<file path="config.mk">
export PLATFORM = sky130hd
export DESIGN_NAME = bus_transfer_ctrl
export DESIGN_NICKNAME = d
export VERILOG_FILES = /design/src/rtl/ul8_bus_pkg.sv /design/src/rtl/bus_sel_decoder.sv /design/src/rtl/bus_transfer_ctrl.sv
export SDC_FILE = /design/constraint.sdc
export NUM_CORES = 1
export LEC_CHECK = 0
export BUFFER_PORTS_ARGS = -buffer_cell sky130_fd_sc_hd__buf_2
export CORE_MARGIN = 2
export CORE_UTILIZATION = 40
export CTS_BUF_LIST = sky130_fd_sc_hd__clkbuf_2
export CTS_CLUSTER_SIZE = 28
export DETAILED_ROUTE_END_ITERATION = 7
export GPL_ROUTABILITY_DRIVEN = 1
export PLACE_DENSITY = 0.69
export SYNTH_ARGS = -nofsm -noshare
export SYNTH_HDL_FRONTEND = slang
export SYNTH_SLANG_ARGS = --single-unit
</file>
<file path="constraint.sdc">
create_clock -name clk -period 1.8 [get_ports clk]
set_input_delay 0.36 -clock clk [delete_from_list [all_inputs] [get_ports clk]]
set_output_delay 0.36 -clock clk [all_outputs]
set_load 0.005 [all_outputs]
</file>
<file path="src/rtl/ul8_bus_pkg.sv">
// Shared definitions for the 8-bit register-bus transfer controller.
// Optional feature macro: UL8_BUS_IMM_EN (adds an immediate source index).
package ul8_bus_pkg;

   localparam int BUS_W = 8;

   typedef enum logic [2:0] {
      ST_IDLE,
      ST_DRIVE,
      ST_CAPTURE,
      ST_RELEASE,
      ST_ERROR
   } bus_state_e;

   // Index width: enough for every register, plus one extra code point for
   // the immediate source when that feature is built in.
   function automatic int sel_width(input int num_regs);
`ifdef UL8_BUS_IMM_EN
      return $clog2(num_regs) + 1;
`else
      return $clog2(num_regs);
`endif
   endfunction

endpackage

</file>
<file path="src/rtl/bus_sel_decoder.sv">
// Index + enable to one-hot strobe decoder for the register bus.
// Indices outside 0..NUM_REGS-1 decode to all-zero.
module bus_sel_decoder #(
   parameter int NUM_REGS = 4,
   parameter int SELW     = 2
) (
   input  logic [SELW-1:0]     idx,
   input  logic                en,
   output logic [NUM_REGS-1:0] onehot
);

   // One bit per register, at most one set
   always_comb begin
      onehot = '0;
      for (int i = 0; i < NUM_REGS; i++) begin
         if (en && (idx == SELW'(i))) onehot[i] = 1'b1;
      end
   end

endmodule

</file>
<file path="src/rtl/bus_transfer_ctrl.sv">
// Initiator for the shared 8-bit register bus: sequences one src->dst
// register move per accepted request (DRIVE, CAPTURE, RELEASE) and rejects
// illegal requests with a one-cycle err pulse.
// Optional feature macro: UL8_BUS_IMM_EN (src index NUM_REGS drives req_imm
// onto the bus from the controller instead of a register).
module bus_transfer_ctrl
   import ul8_bus_pkg::*;
#(
   parameter  int NUM_REGS = 4,
   localparam int SELW     = sel_width(NUM_REGS)
) (
   input  logic                clk,
   input  logic                resetn,
   input  logic                req_valid,
   output logic                req_ready,
   input  logic [SELW-1:0]     req_src,
   input  logic [SELW-1:0]     req_dst,
`ifdef UL8_BUS_IMM_EN
   input  logic [BUS_W-1:0]    req_imm,
`endif
   output logic [NUM_REGS-1:0] reg_write,
   output logic [NUM_REGS-1:0] reg_load,
   input  logic [BUS_W-1:0]    bus_in,
   output logic [BUS_W-1:0]    bus_out,
   output logic                bus_oe,
   output logic [BUS_W-1:0]    rd_data,
   output logic                done,
   output logic                err
);

   bus_state_e      state;
   logic [SELW-1:0] src_q;
   logic [SELW-1:0] dst_q;
   logic            wr_en_q;
   logic            ld_en_q;
   logic            ready_q;
   logic            done_q;
   logic            err_q;
   logic            req_ok;
   logic            src_is_imm;
`ifdef UL8_BUS_IMM_EN
   logic [BUS_W-1:0] imm_q;
   logic             imm_sel_q;
   logic             oe_q;
   logic [BUS_W-1:0] out_q;
`endif

   // Legality of the presented request: distinct indices, both in range
   // (the immediate code point is only legal as a source)
   always_comb begin
      src_is_imm = 1'b0;
`ifdef UL8_BUS_IMM_EN
      src_is_imm = (int'(req_src) == NUM_REGS);
`endif
      req_ok = (req_src != req_dst) &&
               (int'(req_dst) < NUM_REGS) &&
               ((int'(req_src) < NUM_REGS) || src_is_imm);
   end

   // Transfer sequencer; every output is registered so strobes depend only
   // on state and latched indices, and reset clears them asynchronously
   always_ff @(posedge clk or negedge resetn) begin
      if (!resetn) begin
         state   <= ST_IDLE;
         src_q   <= '0;
         dst_q   <= '0;
         wr_en_q <= 1'b0;
         ld_en_q <= 1'b0;
         ready_q <= 1'b1;
         done_q  <= 1'b0;
         err_q   <= 1'b0;
         rd_data <= '0;
`ifdef UL8_BUS_IMM_EN
         imm_q     <= '0;
         imm_sel_q <= 1'b0;
         oe_q      <= 1'b0;
         out_q     <= '0;
`endif
      end else begin
         done_q <= 1'b0;
         err_q  <= 1'b0;
         case (state)
            ST_IDLE: begin
               if (req_valid) begin
                  src_q   <= req_src;
                  dst_q   <= req_dst;
                  ready_q <= 1'b0;
`ifdef UL8_BUS_IMM_EN
                  imm_q     <= req_imm;
                  imm_sel_q <= src_is_imm;
`endif
                  if (!req_ok) begin
                     state <= ST_ERROR;
                     err_q <= 1'b1;
                  end else begin
                     state <= ST_DRIVE;
`ifdef UL8_BUS_IMM_EN
                     wr_en_q <= !src_is_imm;
                     oe_q    <= src_is_imm;
                     out_q   <= src_is_imm ? req_imm : '0;
`else
                     wr_en_q <= 1'b1;
`endif
                  end
               end
            end
            ST_DRIVE: begin
               state   <= ST_CAPTURE;
               ld_en_q <= 1'b1;
            end
            ST_CAPTURE: begin
               state   <= ST_RELEASE;
               wr_en_q <= 1'b0;
               ld_en_q <= 1'b0;
               done_q  <= 1'b1;
`ifdef UL8_BUS_IMM_EN
               oe_q    <= 1'b0;
               out_q   <= '0;
               rd_data <= imm_sel_q ? imm_q : bus_in;
`else
               rd_data <= bus_in;
`endif
            end
            ST_RELEASE: begin
               state   <= ST_IDLE;
               ready_q <= 1'b1;
            end
            ST_ERROR: begin
               state   <= ST_IDLE;
               ready_q <= 1'b1;
            end
            default: begin
               state   <= ST_IDLE;
               ready_q <= 1'b1;
               wr_en_q <= 1'b0;
               ld_en_q <= 1'b0;
`ifdef UL8_BUS_IMM_EN
               oe_q    <= 1'b0;
               out_q   <= '0;
`endif
            end
         endcase
      end
   end

   assign req_ready = ready_q;
   assign done      = done_q;
   assign err       = err_q;

`ifdef UL8_BUS_IMM_EN
   assign bus_oe  = oe_q;
   assign bus_out = out_q;
`else
   assign bus_oe  = 1'b0;
   assign bus_out = '0;
`endif

   bus_sel_decoder #(
      .NUM_REGS (NUM_REGS),
      .SELW     (SELW)
   ) u_write_dec (
      .idx    (src_q),
      .en     (wr_en_q),
      .onehot (reg_write)
   );

   bus_sel_decoder #(
      .NUM_REGS (NUM_REGS),
      .SELW     (SELW)
   ) u_load_dec (
      .idx    (dst_q),
      .en     (ld_en_q),
      .onehot (reg_load)
   );

endmodule

</file>
; ---- Yosys cells after proc, flatten, opt, wreduce, memory -nomap -nowiden
; Index checks and enable logic that the tools add are counted.
[word_totals]
register_bits = 20
latch_bits = 0
ramBits = 0
mem_bits_ro = 0
input_bits = 15
output_inout_bits = 28
wordCells = 62
n_memories = 0
[op_classes]
n_addsub = 0
mul = 0
div_mod_pow = 0
order_cmp = 0
n_eq_ne = 13
shift = 0
mux = 21
n_bitwise = 2
reduce_logical = 17
[op_table]
columns = cell, n
row1 = $mux W1, 15
row2 = $pmux W3 S3, 1
row3 = $eq A2 B2 Y1 const B, 4
row4 = $logic_and A1 B1 Y1, 8
row5 = $eq A3 B2 Y1 const B, 2
row6 = $mux W3, 2
row7 = $pmux W1 S2, 3
row8 = $reduce_or A3 Y1, 2
row9 = $eq A2 B1 Y1 const B, 2
row10 = $logic_not A2 Y1, 2
row11 = $ne A2 B2 Y1 const B, 2
row12 = $reduce_and A2 Y1, 2
row13 = $eq A3 B1 Y1 const B, 1
row14 = $eq A3 B3 Y1 const B, 1
row15 = $logic_not A3 Y1, 1
row16 = $reduce_and A3 Y1, 1
row17 = $ne A2 B2 Y1, 1
row18 = $not A1 Y1, 2
row19 = $reduce_or A2 Y1, 1

; ---- Depth between registers and ports, before layout
; Gate-level depths: netlist (run 1).
[logic_depth]
word_depth = 4
mapped_depth = 5
ltp_nobuf = 3

; ---- Cells and area by module
; Synthesis (run 1) repeated with hierarchy kept, for this count alone.
[unflattened]
hier_cells = 73
hier_area_um2 = 988.4
[by_module_without_submodules]
columns = module, n_inst, cells_each, area_each_um2, seq_area_each_um2
row1 = bus_transfer_ctrl, 1, 65, 913.4, 501.7
row2 = bus_sel_decoder, 2, 4, 37.5, 0.0

; ---- Worst setup path before layout (run 1)
; OpenSTA, ideal clock, no wires.
[synth_timing]
path_type = reg-to-reg
start = register state[0]
end = register rd_data[0]
setup_time_ns = 0.125
arrival_time_ns = 1.185
t_required_ns = 1.675
setup_slack_ns = 0.490
path_stages_with_launch = 6
path_buffers = 2
period_less_slack_ns = 1.310
cell_sequence = dfrtp_1 buf_4 nor2_2 and2_4 buf_6 mux2_4
[synth_via]
elab_chain_len = 1
[synth_lines]
columns = item, line
row1 = from (decl), bus_transfer_ctrl.sv:31  ; bus_state_e state;
row2 = from (signal assigned), bus_transfer_ctrl.sv:64  ; state <= ST_IDLE;
row3 = from (signal assigned), bus_transfer_ctrl.sv:93  ; state <= ST_ERROR;
row4 = from (signal assigned), bus_transfer_ctrl.sv:96  ; state <= ST_DRIVE;
row5 = $eq A3 B2 Y1, bus_transfer_ctrl.sv:82  ; case (state)
row6 = to (signal assigned), bus_transfer_ctrl.sv:121  ; rd_data <= bus_in;
row7 = to (decl), bus_transfer_ctrl.sv:26  ; output logic [BUS_W-1:0] rd_data,
; Every way passes these cells.
; A chain may end at the register's enable or synchronous reset.

; ---- Final worst setup path (run 1)
[layout_timing]
start = register ld_en_q
end = output port reg_load[2]
[layout_via]
elab_chain_len = 2
[layout_lines]
columns = item, line
row1 = from (decl), bus_transfer_ctrl.sv:35  ; logic ld_en_q;
row2 = from (signal assigned), bus_transfer_ctrl.sv:68  ; ld_en_q <= 1'b0;
row3 = from (signal assigned), bus_transfer_ctrl.sv:109  ; ld_en_q <= 1'b1;
row4 = from (signal assigned), bus_transfer_ctrl.sv:114  ; ld_en_q <= 1'b0;
row5 = $logic_and A1 B1 Y1, bus_sel_decoder.sv:16  ; if (en && (idx == SELW'(i))) onehot[i] = 1'b1;
row6 = $mux W1, bus_sel_decoder.sv:16
row7 = to (decl), bus_transfer_ctrl.sv:22  ; output logic [NUM_REGS-1:0] reg_load,
; Every way passes these cells.

==> impl_results.md, run 1 <==
- Layout cells sized above 1: 50.00%
- TritonCTS Buffers: 3
- Arr. time, crit path: 1.12 ns
- Root Driver: clkbuf_2
- Syn Area/Cell: 12.93 µm²
- Worst r2r path cells: 3
- Skew-Pair Late Insertion Delay: 0.30 ns
- Syn Std Cell Area: 969.7 µm²
- Die X: 53.24 µm
- Initial antenna violation count: 0
- Worst Hold Class: in -> reg
- # fillers: 213
- Synth warn: 0
- RSZ-0062 raised after global routing: no
- Clock sink total: 20
- Post-CTS Resized: 0
- Routed Antenna Nets: 0
- Mapped Cells: 75
- Skew final: 0.002355 ns
- Sequential fraction of the synthesis area: 51.74%
- EDFF count, synth: 0
- Number of buffers and inverters on the critical path: 2
- Slowest library cell on the worst path: dfrtp_1
- CP Class: reg -> out
- Vias in the first global route: 583
- H-tree depth: 1
- Reg2reg end: src_q[0]$_DFFE_PN0P_
- Worst r2r src: state[1]$_DFFE_PN0P_
- DRT Pass-1 Iters: 2
- Final max-slew violation count: 0
- Yosys reg bits: 20
- Peak VDD IR: 1.037 mV
- Core Region: 2255 µm²
- CP Cell Sequence: inv_1 > nor3b_1 > buf_2
- Routed WL: 1576 µm
- Hold Crit Start: bus_in[4]
- Final TNS setup: 0 ns
- Max Clock Freq: 676.2 MHz
- Ant diodes: 0
- Row count: 17
- Die area: 2834 µm²
- Max incr delay on CP: 0.43 ns
- Initial DRC count: 3
- Wire length per cell: 11.42 µm
- Final net count: 126
- Via density per instance: 4.659
- Leak: 0.0006080 µW
- Hold path cells: 2
- Placer Congestion: 0.7351
- GRT overflow: 0
- CP max FO: 4
- Die height: 53.24 µm
- Clock-pin slew on the worst setup and hold paths: 0.18 ns
- CP top delay family: flip-flops
- Detailed-route DRC error count: 0
- Initial Utilization: 43.01%
- Min cycle time layout: 1.479 ns
- Worst Path Required: 1.44 ns
- Worst Setup Start Kind: register
- Total I/O pin count: 43
- Ys async rst share: 100.0%
- Area grow syn2layout: 20.52%
- Max Buffers Root-to-Sink: 2
- Main synth FF type: dfrtp_1
- Synth cell types: 25
- Final Hold Viols: 0
- Non-Filler Instances: 138
- R2r setup slk: 0.42 ns
- Outcome: finished clean
- DP Cell Count: 133
- First-pass GRT wire length: 2608 µm
- Tcrit/Tclk final: 82.16%
- Port bufs: 33
- DR vias: 643
- PwrDens: 1695 nW/µm²
- CP endpoint kind: primary output
- Largest net degree at the start of global routing: 21
- Commonest non-fill, non-tap cell in the layout: buf_2
- Worst Hold Path EP: rd_data[4]$_DFFE_PN0P_
- Final setup vio count: 0
- Post-DP HPWL: 1178 µm
- Max Cap Violations: 0
- Most frequent cells in the layout: buf_2, dfrtp_1, conb_1
- Total track usage: 12.72%
- CTS tree: yes
-- flip-flops by register name, summed over array words and instances, names as in the netlist --
register,flops
rd_data,8
state,3
dst_q,2
src_q,2
done,1
err,1
ld_en_q,1
req_ready,1
wr_en_q,1
-- cell families after synthesis --
kind of cell / share of synthesized area (%)
flops: 51.74
compound gates: 4.517
buf+inv: 9.290
other cells: 0.3867
mux: 18.06
simple gates: 13.29
xor+xnor: 2.710
-- cell type report --
type                       instances  area [µm²]  area share (%)
timing repair buffer              34       175.2           14.99
clock inverter                     1       30.03           2.570
sequential                        20       501.7           42.93
inverter                           1       3.754          0.3212
tap                               28       35.03           2.998
clock buffer                       3       15.01           1.285
multi-input combinational         51       407.9           34.90
-- repair_timing --
| item | in CTS | in global routing |
|---|---|---|
| hold buffers | 1 | 0 |
| setup buffers | 0 | 0 |
| endpoints found under the hold margin | 19 | 0 |
-- Yosys cell counts (2+ instances only) --
master | instances | area share (%)
xnor2_1 | 3 | 2.7
nor2_1 | 5 | 1.9
a22o_1 | 2 | 1.8
buf_4 | 10 | 7.7
mux2_4 | 8 | 12
dfrtp_1 | 19 | 49
a21oi_1 | 2 | 1.0
nor2b_1 | 2 | 1.3
and3_1 | 2 | 1.3
nor3b_1 | 2 | 1.5
nand2_1 | 3 | 1.2
mux2_2 | 4 | 4.6
-- power by group --
part           internal [µW]  switching (µW)  total (µW)
Clock                    192             132         324
Combinational            506             294         800
Sequential               667             189         856
Total                   1360             616        1980
-- worst max-delay path by stage --
stage	to	slack (ns)	start	cells after the start
6_report	reg_load[2]	0.32	ld_en_q$_DFFE_PN0N_	3
3_3_place_gp	rd_data[1]$_DFFE_PN0P_	0.46	state[0]$_DFFE_PN0P_	3
3_5_place_dp	src_q[1]$_DFFE_PN0P_	0.42	state[1]$_DFFE_PN0P_	3
2_1_floorplan	rd_data[0]$_DFFE_PN0P_	0.49	state[0]$_DFFE_PN0P_	5
5_1_grt	reg_load[2]	0.17	ld_en_q$_DFFE_PN0N_	3
4_1_cts	reg_load[2]	0.29	ld_en_q$_DFFE_PN0N_	3
-- metrics by stage --
step	hold slack [ns]	cell area (µm²)	utilization (%)	power [µW]	setup WS (ns)
4_1_cts	0.2505	1169	51.83	2007	0.2857
3_5_place_dp	0.3314	1114	49.39	1673	0.4227
3_3_place_gp	0.3197	1114	49.39	1651	0.4559
6_report	0.2701	1169	51.83	1980	0.3211
2_1_floorplan	0.06441	999.7	-	1452	0.4897
5_1_grt	0.2093	1169	51.83	2142	0.1722
-- routing by layer --
metal	track usage, %	routed length [µm]	vias up
li1	-	-	303
met4	0	0	0
met5	0	0	-
met3	6.215	180	0
met2	20.78	642	37
met1	16.13	753	303
(Power assumes the default switching activity.)
==> inputs of run 2 (changes only) <==
==> constraint.sdc (replaced) <==
create_clock -name clk -period 1.4 [get_ports clk]
set_input_delay 0.28 -clock clk [delete_from_list [all_inputs] [get_ports clk]]
set_output_delay 0.28 -clock clk [all_outputs]
set_load 0.005 [all_outputs]
==> impl_results.md, run 2 (same netlist as run 1, synthesis figures left out) <==
- RSZ-0062 raised after global routing: yes
- Worst Hold Class: in -> reg
- Max Clock Freq: 739.1 MHz
- Final Hold Viols: 0
- Final max-slew violation count: 0
- Commonest non-fill, non-tap cell in the layout: buf_2
- Worst Hold Path EP: rd_data[7]$_DFFE_PN0P_
- Skew-Pair Late Insertion Delay: 0.29 ns
- Min cycle time layout: 1.353 ns
- Initial Utilization: 43.01%
- Hold path cells: 2
- CTS tree: yes
- Routed WL: 1660 µm
- Area grow syn2layout: 22.19%
- Reg2reg end: rd_data[6]$_DFFE_PN0P_
- Via density per instance: 4.542
- Outcome: finished clean
- Die X: 53.24 µm
- Top flop regs: rd_data x8, state x3
- Layout cells sized above 1: 55.26%
- DRT Pass-1 Iters: 3
- CP Class: reg -> out
- Vias in the first global route: 613
- Post-DP HPWL: 1269 µm
- DP Cell Count: 135
- Reg with most FFs: rd_data
- Worst r2r path cells: 3
- Initial DRC count: 3
- Port bufs: 33
- Post-layout util: 52.55%
- Largest net degree at the start of global routing: 21
- Routed Antenna Nets: 0
- Max reg flops: 8
- Root Driver: clkbuf_2
- Skew final: 0.002745 ns
- DR vias: 645
- Arr. time, crit path: 1.07 ns
- Ant diodes: 0
- Tcrit/Tclk final: 96.64%
- Total track usage: 12.76%
- Final net count: 130
- Design Area, Final: 1185 µm²
- Leak: 0.0006182 µW
- Worst r2r src: state[2]$_DFFE_PN0P_
- CP Cell Sequence: buf_4 > nor2_1 > buf_2
- Detailed-route DRC error count: 0
- Most frequent cells in the layout: buf_2, dfrtp_1, conb_1
- Max incr delay on CP: 0.46 ns
- Wire length per cell: 11.69 µm
- TritonCTS Buffers: 3
- Tot Pwr: 2478 µW
- PwrDens: 2091 nW/µm²
- Slowest library cell on the worst path: dfrtp_1
- CP endpoint kind: primary output
- GRT overflow: 0
- Max Buffers Root-to-Sink: 2
- Die area: 2834 µm²
- Die height: 53.24 µm
- Worst Setup Start Kind: register
- Total I/O pin count: 43
- First-pass GRT wire length: 2628 µm
- Non-Filler Instances: 142
- Row count: 17
- Clock sink total: 20
- Hold Crit Start: bus_in[7]
- Max Cap Violations: 0
- Area after DPL: 1129 µm²
- CP max FO: 5
- Initial antenna violation count: 0
- Final setup vio count: 0
- Peak VDD IR: 1.008 mV
- H-tree depth: 1
- Core Region: 2255 µm²
- Placer Congestion: 0.7327
- Worst Path Required: 1.12 ns
- R2r setup slk: 0.10 ns
- Clock-pin slew on the worst setup and hold paths: 0.16 ns
-- run 2: cell types whose count changed in the layout (fill, tap and decap cells not counted), sizes merged --
cell    previous run  this run
clkbuf             3         4
buf               33        37
bufinv             1         0
-- run 2: cell type report --
| class | count | area, µm² |
|---|---|---|
| clock buffers | 4 | 20.02 |
| repair buffers | 38 | 205.2 |
| flip-flops and latches | 20 | 503.0 |
| inverters | 1 | 3.754 |
| fillers | 215 | 1070 |
| well taps | 28 | 35.03 |
| multi-input cells | 51 | 417.9 |
-- run 2: per-stage QoR --
| stage | TNS [ns] | hold WS (ns) | setup slack, ns |
|---|---|---|---|
| after floorplan | 0 | -0.01559 | 0.08967 |
| after global placement | 0 | 0.2408 | 0.1416 |
| after detailed placement | 0 | 0.2465 | 0.1115 |
| after CTS | 0 | 0.1874 | 0.01826 |
| after global routing | -0.2373 | 0.1666 | -0.04611 |
| final | 0 | 0.2088 | 0.04699 |
-- run 2: worst max path at each step --
stage | from | to | slack (ns) | cells after the start
after floorplan | state[0]$_DFFE_PN0P_ | rd_data[0]$_DFFE_PN0P_ | 0.09 | 5
after global placement | state[2]$_DFFE_PN0P_ | rd_data[1]$_DFFE_PN0P_ | 0.14 | 3
after detailed placement | state[2]$_DFFE_PN0P_ | rd_data[6]$_DFFE_PN0P_ | 0.11 | 3
after CTS | ld_en_q$_DFFE_PN0N_ | reg_load[2] | 0.02 | 3
after global routing | src_q[0]$_DFFE_PN0P_ | reg_write[2] | -0.05 | 2
final | src_q[1]$_DFFE_PN0P_ | reg_write[1] | 0.05 | 3
-- run 2: metal layers --
layer	GRT usage, %	routed length [µm]	part of all wire [%]	vias to the layer above
met5	0	0	0	-
li1	-	-	-	312
met3	3.672	175	11	0
met4	2.564	0	0	0
met1	16.58	767	46	298
met2	20.99	717	43	35
-- run 2: what timing repair did --
action | CTS | global route
setup endpoints to repair | 1 | 7
gates resized for setup | 2 | 2
pin swaps | 0 | 2
setup buffers | 0 | 2
hold endpoints to repair | 19 | 0
hold buffers | 1 | 0
-- run 2: critical path, delay by kind of cell, from the launching register on --
kind,cells,cell delay (ns)
and+or+nand+nor,1,0.07
DFF,1,0.46
buffers and inverters,2,0.26
-- run 2: power by group --
part           switching, µW  internal, µW  total (µW)
clock                    155          75.8         230
combinational            445           729        1170
sequential               213           861        1070
total                    812          1670        2480
